==> src/rtl/mem_access_unit_pkg.sv <==
// Shared constants, state encoding and legality helpers for the memory access unit.
package mem_access_unit_pkg;

    localparam int unsigned DATA_W = 32;
    localparam int unsigned BE_W   = DATA_W / 8;

    localparam logic [6:0] LOAD_OPCODE  = 7'b0000011;
    localparam logic [6:0] STORE_OPCODE = 7'b0100011;

    localparam logic [2:0] F3_B  = 3'd0;
    localparam logic [2:0] F3_H  = 3'd1;
    localparam logic [2:0] F3_W  = 3'd2;
    localparam logic [2:0] F3_BU = 3'd4;
    localparam logic [2:0] F3_HU = 3'd5;

    typedef enum logic [1:0] {
        IDLE = 2'd0,
        REQ  = 2'd1,
        RESP = 2'd2,
        DONE = 2'd3
    } mau_state_t;

    // Stores only accept the signed size codes; loads also accept BU/HU.
    function automatic logic f3_legal(input logic is_store, input logic [2:0] f3);
        logic ok;
        ok = (f3 == F3_B) || (f3 == F3_H) || (f3 == F3_W);
        if (!is_store) begin
            ok = ok || (f3 == F3_BU) || (f3 == F3_HU);
        end
        return ok;
    endfunction

    // Size lives in funct3[1:0]; only meaningful once f3_legal holds.
    function automatic logic misaligned(input logic [2:0] f3, input logic [1:0] off);
        return ((f3[1:0] == 2'b01) && off[0]) ||
               ((f3[1:0] == 2'b10) && (off != 2'b00));
    endfunction

endpackage

==> src/rtl/mem_access_unit_if.sv <==
// Data-memory valid/grant/rvalid handshake between the memory stage and memory.
interface mem_access_unit_if #(
    parameter int unsigned AWIDTH = 32,
    parameter int unsigned DWIDTH = 32
);
    logic                  mem_req_o;
    logic                  mem_we_o;
    logic [AWIDTH-1:0]     mem_addr_o;
    logic [DWIDTH/8-1:0]   mem_be_o;
    logic [DWIDTH-1:0]     mem_wdata_o;
    logic                  mem_gnt_i;
    logic                  mem_rvalid_i;
    logic [DWIDTH-1:0]     mem_rdata_i;

    modport master (
        output mem_req_o, mem_we_o, mem_addr_o, mem_be_o, mem_wdata_o,
        input  mem_gnt_i, mem_rvalid_i, mem_rdata_i
    );

    modport slave (
        input  mem_req_o, mem_we_o, mem_addr_o, mem_be_o, mem_wdata_o,
        output mem_gnt_i, mem_rvalid_i, mem_rdata_i
    );
endinterface

==> src/rtl/mem_access_unit_mem_align.sv <==
// Byte-lane placement for stores and lane extraction/extension for loads.
module mem_align
    import mem_access_unit_pkg::*;
(
    input  logic [1:0]        st_off_i,
    input  logic [2:0]        st_funct3_i,
    input  logic [DATA_W-1:0] st_data_i,
    output logic [BE_W-1:0]   st_be_o,
    output logic [DATA_W-1:0] st_wdata_o,
    input  logic [1:0]        ld_off_i,
    input  logic [2:0]        ld_funct3_i,
    input  logic [DATA_W-1:0] ld_rdata_i,
    output logic [DATA_W-1:0] ld_data_o
);

    logic [7:0]  byte_c;
    logic [15:0] half_c;

    // Store direction: the same lane pattern is used for loads of that size.
    always_comb begin
        st_be_o    = '1;
        st_wdata_o = st_data_i;
        unique case (st_funct3_i[1:0])
            2'b00: begin
                st_be_o    = BE_W'(4'b0001 << st_off_i);
                st_wdata_o = {4{st_data_i[7:0]}};
            end
            2'b01: begin
                st_be_o    = st_off_i[1] ? 4'b1100 : 4'b0011;
                st_wdata_o = {2{st_data_i[15:0]}};
            end
            default: ;
        endcase
    end

    always_comb begin
        byte_c = ld_rdata_i[7:0];
        unique case (ld_off_i)
            2'd0: byte_c = ld_rdata_i[7:0];
            2'd1: byte_c = ld_rdata_i[15:8];
            2'd2: byte_c = ld_rdata_i[23:16];
            2'd3: byte_c = ld_rdata_i[31:24];
            default: ;
        endcase
        half_c = ld_off_i[1] ? ld_rdata_i[31:16] : ld_rdata_i[15:0];

        ld_data_o = ld_rdata_i;
        unique case (ld_funct3_i)
            F3_B:    ld_data_o = {{(DATA_W-8){byte_c[7]}}, byte_c};
            F3_BU:   ld_data_o = {{(DATA_W-8){1'b0}}, byte_c};
            F3_H:    ld_data_o = {{(DATA_W-16){half_c[15]}}, half_c};
            F3_HU:   ld_data_o = {{(DATA_W-16){1'b0}}, half_c};
            default: ;
        endcase
    end

endmodule

==> src/rtl/mem_access_unit.sv <==
// Memory stage: runs one load/store over the data-memory handshake, stalling upstream meanwhile.
module mem_access_unit
    import mem_access_unit_pkg::*;
#(
    parameter int unsigned DWIDTH = 32,
    parameter int unsigned AWIDTH = 32
) (
    input  logic              clk,
    input  logic              reset,
    input  logic              valid_i,
    input  logic [6:0]        opcode_i,
    input  logic [2:0]        funct3_i,
    input  logic [AWIDTH-1:0] addr_i,
    input  logic [DWIDTH-1:0] store_data_i,
    output logic              stall_o,
    output logic              done_o,
    output logic              fault_o,
    output logic [DWIDTH-1:0] load_data_o,
    mem_access_unit_if.master mem_if
);

    mau_state_t        state_q, state_d;
    logic              req_q, req_d;
    logic              done_q, done_d;
    logic              fault_q, fault_d;
    logic [DWIDTH-1:0] load_data_q, load_data_d;

    logic              we_q;
    logic [1:0]        off_q;
    logic [2:0]        funct3_q;
    logic [AWIDTH-1:0] addr_q;
    logic [BE_W-1:0]   be_q;
    logic [DWIDTH-1:0] wdata_q;

    logic              is_load_c;
    logic              is_store_c;
    logic              start_c;
    logic              bad_c;
    logic [BE_W-1:0]   be_c;
    logic [DWIDTH-1:0] wdata_c;
    logic [DWIDTH-1:0] ld_ext_c;

    assign is_load_c  = (opcode_i == LOAD_OPCODE);
    assign is_store_c = (opcode_i == STORE_OPCODE);
    assign start_c    = valid_i && (state_q == IDLE) && (is_load_c || is_store_c);
    assign bad_c      = !f3_legal(is_store_c, funct3_i) || misaligned(funct3_i, addr_i[1:0]);

    assign stall_o = start_c || (state_q == REQ) || (state_q == RESP);

    mem_align u_align (
        .st_off_i    (addr_i[1:0]),
        .st_funct3_i (funct3_i),
        .st_data_i   (store_data_i),
        .st_be_o     (be_c),
        .st_wdata_o  (wdata_c),
        .ld_off_i    (off_q),
        .ld_funct3_i (funct3_q),
        .ld_rdata_i  (mem_if.mem_rdata_i),
        .ld_data_o   (ld_ext_c)
    );

    always_ff @(posedge clk) begin
        if (reset) begin
            state_q     <= IDLE;
            req_q       <= 1'b0;
            done_q      <= 1'b0;
            fault_q     <= 1'b0;
            load_data_q <= '0;
        end else begin
            state_q     <= state_d;
            req_q       <= req_d;
            done_q      <= done_d;
            fault_q     <= fault_d;
            load_data_q <= load_data_d;
        end
    end

    always_comb begin
        state_d     = state_q;
        req_d       = 1'b0;
        done_d      = 1'b0;
        fault_d     = 1'b0;
        load_data_d = load_data_q;
        unique case (state_q)
            IDLE: begin
                if (start_c) begin
                    if (bad_c) begin
                        state_d     = DONE;
                        done_d      = 1'b1;
                        fault_d     = 1'b1;
                        load_data_d = '0;
                    end else begin
                        state_d = REQ;
                        req_d   = 1'b1;
                    end
                end
            end
            REQ: begin
                if (mem_if.mem_gnt_i) begin
                    state_d = we_q ? DONE : RESP;
                    done_d  = we_q;
                end else begin
                    req_d = 1'b1;
                end
            end
            RESP: begin
                if (mem_if.mem_rvalid_i) begin
                    state_d     = DONE;
                    done_d      = 1'b1;
                    load_data_d = ld_ext_c;
                end
            end
            DONE:    state_d = IDLE;
            default: state_d = IDLE;
        endcase
    end

    // Access fields are captured once at start and held stable for the request.
    always_ff @(posedge clk) begin
        if (reset) begin
            we_q     <= 1'b0;
            off_q    <= 2'b00;
            funct3_q <= 3'b000;
            addr_q   <= '0;
            be_q     <= '0;
            wdata_q  <= '0;
        end else if (start_c) begin
            we_q     <= is_store_c;
            off_q    <= addr_i[1:0];
            funct3_q <= funct3_i;
            addr_q   <= {addr_i[AWIDTH-1:2], 2'b00};
            be_q     <= be_c;
            wdata_q  <= wdata_c;
        end
    end

    assign done_o      = done_q;
    assign fault_o     = fault_q;
    assign load_data_o = load_data_q;

    assign mem_if.mem_req_o   = req_q;
    assign mem_if.mem_we_o    = we_q;
    assign mem_if.mem_addr_o  = addr_q;
    assign mem_if.mem_be_o    = be_q;
    assign mem_if.mem_wdata_o = wdata_q;

endmodule
==> src/flat_wrapper.sv <==
// flat-port wrapper written by rule: the top's interface ports become plain ports
module mem_access_unit_flat import mem_access_unit_pkg::*;
#(
    parameter int unsigned DWIDTH = 32,
    parameter int unsigned AWIDTH = 32
)
  (clk, reset, valid_i, opcode_i, funct3_i, addr_i, store_data_i, stall_o, done_o, fault_o, load_data_o, mem_if_mem_req_o, mem_if_mem_we_o, mem_if_mem_addr_o, mem_if_mem_be_o, mem_if_mem_wdata_o, mem_if_mem_gnt_i, mem_if_mem_rvalid_i, mem_if_mem_rdata_i);
  mem_access_unit_if #(.AWIDTH(AWIDTH), .DWIDTH(DWIDTH)) mem_if_i ();
  input  logic clk;
  input  logic reset;
  input  logic valid_i;
  input  logic [6:0] opcode_i;
  input  logic [2:0] funct3_i;
  input  logic [AWIDTH-1:0] addr_i;
  input  logic [DWIDTH-1:0] store_data_i;
  output logic stall_o;
  output logic done_o;
  output logic fault_o;
  output logic [DWIDTH-1:0] load_data_o;
  output wire logic [$bits(mem_if_i.mem_req_o)-1:0] mem_if_mem_req_o;
  output wire logic [$bits(mem_if_i.mem_we_o)-1:0] mem_if_mem_we_o;
  output wire logic [$bits(mem_if_i.mem_addr_o)-1:0] mem_if_mem_addr_o;
  output wire logic [$bits(mem_if_i.mem_be_o)-1:0] mem_if_mem_be_o;
  output wire logic [$bits(mem_if_i.mem_wdata_o)-1:0] mem_if_mem_wdata_o;
  input wire logic [$bits(mem_if_i.mem_gnt_i)-1:0] mem_if_mem_gnt_i;
  input wire logic [$bits(mem_if_i.mem_rvalid_i)-1:0] mem_if_mem_rvalid_i;
  input wire logic [$bits(mem_if_i.mem_rdata_i)-1:0] mem_if_mem_rdata_i;
  assign mem_if_mem_req_o = mem_if_i.mem_req_o;
  assign mem_if_mem_we_o = mem_if_i.mem_we_o;
  assign mem_if_mem_addr_o = mem_if_i.mem_addr_o;
  assign mem_if_mem_be_o = mem_if_i.mem_be_o;
  assign mem_if_mem_wdata_o = mem_if_i.mem_wdata_o;
  assign mem_if_i.mem_gnt_i = mem_if_mem_gnt_i;
  assign mem_if_i.mem_rvalid_i = mem_if_mem_rvalid_i;
  assign mem_if_i.mem_rdata_i = mem_if_mem_rdata_i;
  mem_access_unit #(.DWIDTH(DWIDTH), .AWIDTH(AWIDTH)) u_core (.clk(clk), .reset(reset), .valid_i(valid_i), .opcode_i(opcode_i), .funct3_i(funct3_i), .addr_i(addr_i), .store_data_i(store_data_i), .stall_o(stall_o), .done_o(done_o), .fault_o(fault_o), .load_data_o(load_data_o), .mem_if(mem_if_i));
endmodule
==> config.mk <==
export PLATFORM = sky130hd
export DESIGN_NAME = mem_access_unit_flat
export DESIGN_NICKNAME = d
export VERILOG_FILES = /design/src/rtl/mem_access_unit_pkg.sv /design/src/rtl/mem_access_unit_if.sv /design/src/rtl/mem_access_unit_mem_align.sv /design/src/rtl/mem_access_unit.sv /design/src/flat_wrapper.sv
export SDC_FILE = /design/constraint.sdc
export NUM_CORES = 1
export LEC_CHECK = 0
export ABC_AREA = 1
export CORE_ASPECT_RATIO = 0.75
export CORE_MARGIN = 2
export CORE_UTILIZATION = 30
export CTS_BUF_LIST = sky130_fd_sc_hd__clkbuf_4 sky130_fd_sc_hd__clkbuf_8 sky130_fd_sc_hd__clkbuf_16
export CTS_CLUSTER_SIZE = 12
export DETAILED_ROUTE_END_ITERATION = 8
export PLACE_DENSITY_LB_ADDON = 0.12
export SLEW_MARGIN = 10
export SYNTH_ARGS = -nofsm -noshare
export SYNTH_HDL_FRONTEND = slang
export SYNTH_SLANG_ARGS = --single-unit
==> constraint.sdc <==
create_clock -name clk -period 5.5 [get_ports clk]
set_clock_uncertainty 0.05 [all_clocks]
set_input_delay 1.1 -clock clk [delete_from_list [all_inputs] [get_ports clk]]
set_output_delay 1.1 -clock clk [all_outputs]
set_load 0.05 [all_outputs]
==> results_tabular.tex <==
\begin{tabular}{lr}
\hline
Metric & Value \\
\hline
\multicolumn{2}{l}{\textbf{STA}} \\
\quad Post-route clock period utilization & 0.7534 \\
\quad Max-slew headroom at the worst pin & 0.4721 \\
\quad Total of endpoints with negative setup slack in the final report & 0 \\
\quad Final hold viol count & 0 \\
\quad Unrepaired setup endpoints after global routing & no \\
\quad Minimum clock period & 4.144 ns \\
\quad Max-slew violation count & 0 \\
\quad Peak clock frequency supported by timing & 0.2413 GHz \\
\quad Final sum of negative setup slack & 0 ns \\
\quad Tightest Pin Transition & 0.7908 ns \\
\multicolumn{2}{l}{\textbf{Clock tree}} \\
\quad Longest Clk Path Bufs & 2 \\
\quad CTS tree & done \\
\quad H-tree level count & 3 \\
\quad Number of hold-repair buffers added at the cts stage & 0 \\
\quad Number of buffers inserted during clock tree synthesis & 9 \\
\quad Buffers inserted during post-CTS setup optimization & 0 \\
\quad Worst-Skew Late Latency & 0.35 ns \\
\quad Clk pin slew, worst setup/hold paths & 0.08 ns \\
\quad CTS-repair resized insts & 0 \\
\quad Total number of clock tree sinks & 109 \\
\quad Clock Root Buffer & clkbuf\_16 \\
\multicolumn{2}{l}{\textbf{Detailed routing}} \\
\quad Number of remaining DRC errors & 0 \\
\quad Iteration-0 DRC count of the detailed router & 318 \\
\quad Drt wl/cell & 14.24 µm \\
\quad Pre-Repair DR Iteration Count & 5 \\
\quad WL final & 17,000 µm \\
\quad Vias per inst & 4.528 \\
\quad Antenna Nets Post-Route & 0 \\
\quad Total vias in the final route & 5,407 \\
\multicolumn{2}{l}{\textbf{Placement}} \\
\quad RD Place Congestion & 0.8362 \\
\quad Post-detailed-placement half-perimeter wirelength & 11,990 µm \\
\quad Port Buffers & 213 \\
\multicolumn{2}{l}{\textbf{Global route}} \\
\quad Maximum number of pins on one net before global-route repair & 59 \\
\quad Wire length of the first global-routing pass & 26,870 µm \\
\quad Number of global-route vias before repair & 4,885 \\
\quad Number of antenna violations at the first check in global routing & 0 \\
\quad Sum of overflow across all layers after global routing & 0 \\
\quad Combined global-route utilization of all metal layers & 0.1843 \\
\multicolumn{2}{l}{\textbf{Floorplanning}} \\
\quad Height of the die & 117.6 µm \\
\quad Core outline area & 16,830 µm² \\
\quad Site Rows & 41 \\
\quad Total Die Area & 18,280 µm² \\
\quad Starting Density & 0.3068 \\
\quad Die span in x & 155.5 µm \\
\quad Ports placed on the boundary & 216 \\
\multicolumn{2}{l}{\textbf{Finish}} \\
\quad Most frequent cells in the layout & clkdlybuf4s50\_1 (213), nand2\_1 (186), nor2\_1 (183) \\
\quad Ratio of cells with drive above 1 in the final layout & 0.03473 \\
\quad Fill cell total of the finished layout & 1,749 \\
\quad Most common cell after layout, fill and taps aside & clkdlybuf4s50\_1 \\
\quad Area growth from synthesis to final layout & 48.16\% \\
\quad Nets@finish & 1,090 \\
\quad Register area & 2182 µm² \\
\quad Antenna diode count & 0 \\
\quad Total area of multi-input combinational cells & 2499 µm² \\
\multicolumn{2}{l}{\textbf{Synth}} \\
\quad Synth warnings & 0 \\
\quad Distinct cell type count of the synthesized netlist & 31 \\
\quad Mapped Area & 5162 µm² \\
\quad Share of the yosys chip area belonging to registers & 0.4227 \\
\quad Number of synthesized register bits & 109 \\
\quad Instance count of the mapped netlist & 792 \\
\quad Post-synthesis area per instance & 6.518 µm² \\
\multicolumn{2}{l}{\textbf{Power and ir drop}} \\
\quad Net switching fraction of the power & 0.3978 \\
\quad Part of the total power dissipated in the clock network & 0.247 \\
\quad Total power of the final layout & 2590 µW \\
\quad Switching power summed over all nets & 1030 µW \\
\quad Power share of the combinational group & 0.397 \\
\quad Power density of the placed cells & 338.6 nW/µm² \\
\quad Cell internal pwr & 1560 µW \\
\quad Leakage component of the power & 0.003158 µW \\
\quad Sequential share of power & 0.356 \\
\quad Worst IR drop on VDD & 0.2354 mV \\
\multicolumn{2}{l}{\textbf{Worst setup path}} \\
\quad Setup Crit Path Kind & primary input to output port \\
\quad CP Launch Type & primary input \\
\quad Beginning of the worst register-to-register path & u\_core.state\_q[0] \\
\quad Kind of end point of the critical path & output port \\
\quad Cells on worst reg2reg path & 9 \\
\quad Data arrival at the endpoint of the critical path & 2.99 ns \\
\quad Worst Path Max Fanout & 18 \\
\quad CP required & 4.35 ns \\
\quad Terminus of the critical flop-to-flop path & u\_core.mem\_if.mem\_addr\_o[27] \\
\quad Reg-to-reg setup timing slack & 2.93 ns \\
\multicolumn{2}{l}{\textbf{Hold path}} \\
\quad Worst hold path cell count & 2 \\
\quad Launch instance of the worst min-delay path & u\_core.mem\_if.mem\_wdata\_o[7] \\
\quad Worst-case hold path end point & u\_core.mem\_if.mem\_wdata\_o[7] \\
\quad Classification of the worst-slack hold path & flip-flop to flip-flop \\
\multicolumn{2}{l}{\textbf{Run}} \\
\quad Max-capacitance violation count & 0 \\
\multicolumn{2}{l}{\textbf{Status}} \\
\quad Result of the run & finished clean \\
\hline
\end{tabular}
## Yosys cell counts
| cell type | number | area (µm²) |
|---|---|---|
| buf_1 | 2 | 7.510 |
| nor2_1 | 183 | 686.9 |
| buf_6 | 3 | 33.78 |
| nor3_1 | 4 | 20.02 |
| ha_1 | 4 | 50.05 |
| a211oi_1 | 2 | 15.01 |
| a21oi_1 | 64 | 320.3 |
| inv_2 | 2 | 7.510 |
| or2_2 | 1 | 6.260 |
| nand2_2 | 1 | 6.260 |
| buf_4 | 8 | 60.06 |
| a31oi_1 | 10 | 62.56 |
| nand2_1 | 187 | 701.9 |
| nand4_1 | 2 | 12.51 |
| nand3_2 | 1 | 10.01 |
| nor2_4 | 1 | 11.26 |
| clkinv_1 | 1 | 3.750 |
| nand2_4 | 2 | 22.52 |
| o22ai_1 | 9 | 56.30 |
| inv_1 | 63 | 236.5 |
| buf_2 | 9 | 45.04 |
| clkbuf_1 | 25 | 93.84 |
| a21oi_2 | 1 | 8.760 |
| conb_1 | 1 | 3.750 |
| o211ai_1 | 2 | 15.01 |
| dfxtp_1 | 109 | 2182 |
| o21a_1 | 1 | 7.510 |
| nand3_1 | 32 | 160.2 |
| and2_1 | 2 | 12.51 |
| o21ai_0 | 58 | 290.3 |
| nor2_2 | 2 | 12.51 |
## registers in the layout (all words and copies together), names as in the netlist, 2 cells and up
signal and cells:
u_core.off_q 2, u_core.mem_if.mem_wdata_o 32, u_core.state_q 2, u_core.mem_if.mem_addr_o 30
u_core.load_data_o 32, u_core.funct3_q 3, u_core.mem_if.mem_be_o 4
## critical path: stages
cell and delay [ns]:
clkdlybuf4s50_1 0.45, nand2_1 0.06, nor3_1 0.17, nand2_2 0.27
nand2_1 0.13, clkdlybuf4s50_1 0.81
## final cells by class
cell class	count	share of cell area
Sequential cell	109	0.2853
Clock buffer	10	0.03124
Clock inverter	5	0.005562
Multi-Input combinational cell	571	0.3267
Tap cell	215	0.03517
Inverter	66	0.03239
Timing Repair Buffer	218	0.2837
## worst max path at each step
stage               to  cells after the start         from  slack (ns)
3_5_place_dp   stall_o                      6  opcode_i[0]        1.34
2_1_floorplan  stall_o                      6  opcode_i[1]        2.23
5_1_grt        stall_o                      6  opcode_i[1]        1.18
6_report       stall_o                      6  opcode_i[0]        1.36
4_1_cts        stall_o                      6  opcode_i[0]        1.33
3_3_place_gp   stall_o                      6  opcode_i[0]        1.35
## power by group through the flow
stage,Clock [µW],Sequential [µW],Combinational [µW]
6_report,640,922,1030
3_3_place_gp,0,939,1030
5_1_grt,706,934,1120
3_5_place_dp,0,940,1020
2_1_floorplan,0,1210,439
4_1_cts,669,923,1030
## stage by stage
step	hold slack (ns)	worst slack [ns]	util	instance area, µm²	instances
2_1_floorplan	0.4231	2.227	-	5166	793
3_3_place_gp	0.4044	1.346	0.4378	7367	1179
3_5_place_dp	0.4089	1.344	0.4378	7367	1179
4_1_cts	0.4216	1.332	0.4546	7649	1194
5_1_grt	0.4477	1.178	0.4546	7649	1194
6_report	0.4158	1.356	0.4546	7649	1194
## cell families (layout without fill, tap and decap cells)
kind of cell,Yosys count,count (layout),synth area share
and+or+nand+nor,418,418,0.3221
AOI/OAI and AO/OA,147,147,0.1503
buffers and inverters,113,299,0.09452
DFF,109,109,0.4227
adders and majority gates,4,4,0.009695
other,1,2,0.0007264
## layer usage
metal,share of wire,vias to the layer above,wire length (µm),global-route usage
li1,-,2867,-,-
met5,0,-,0,0
met4,0.016,0,278,0.04644
met1,0.52,2338,8870,0.2798
met2,0.39,182,6667,0.2486
met3,0.070,20,1185,0.05707
No activity file was read; power rests on OpenSTA's default activity.
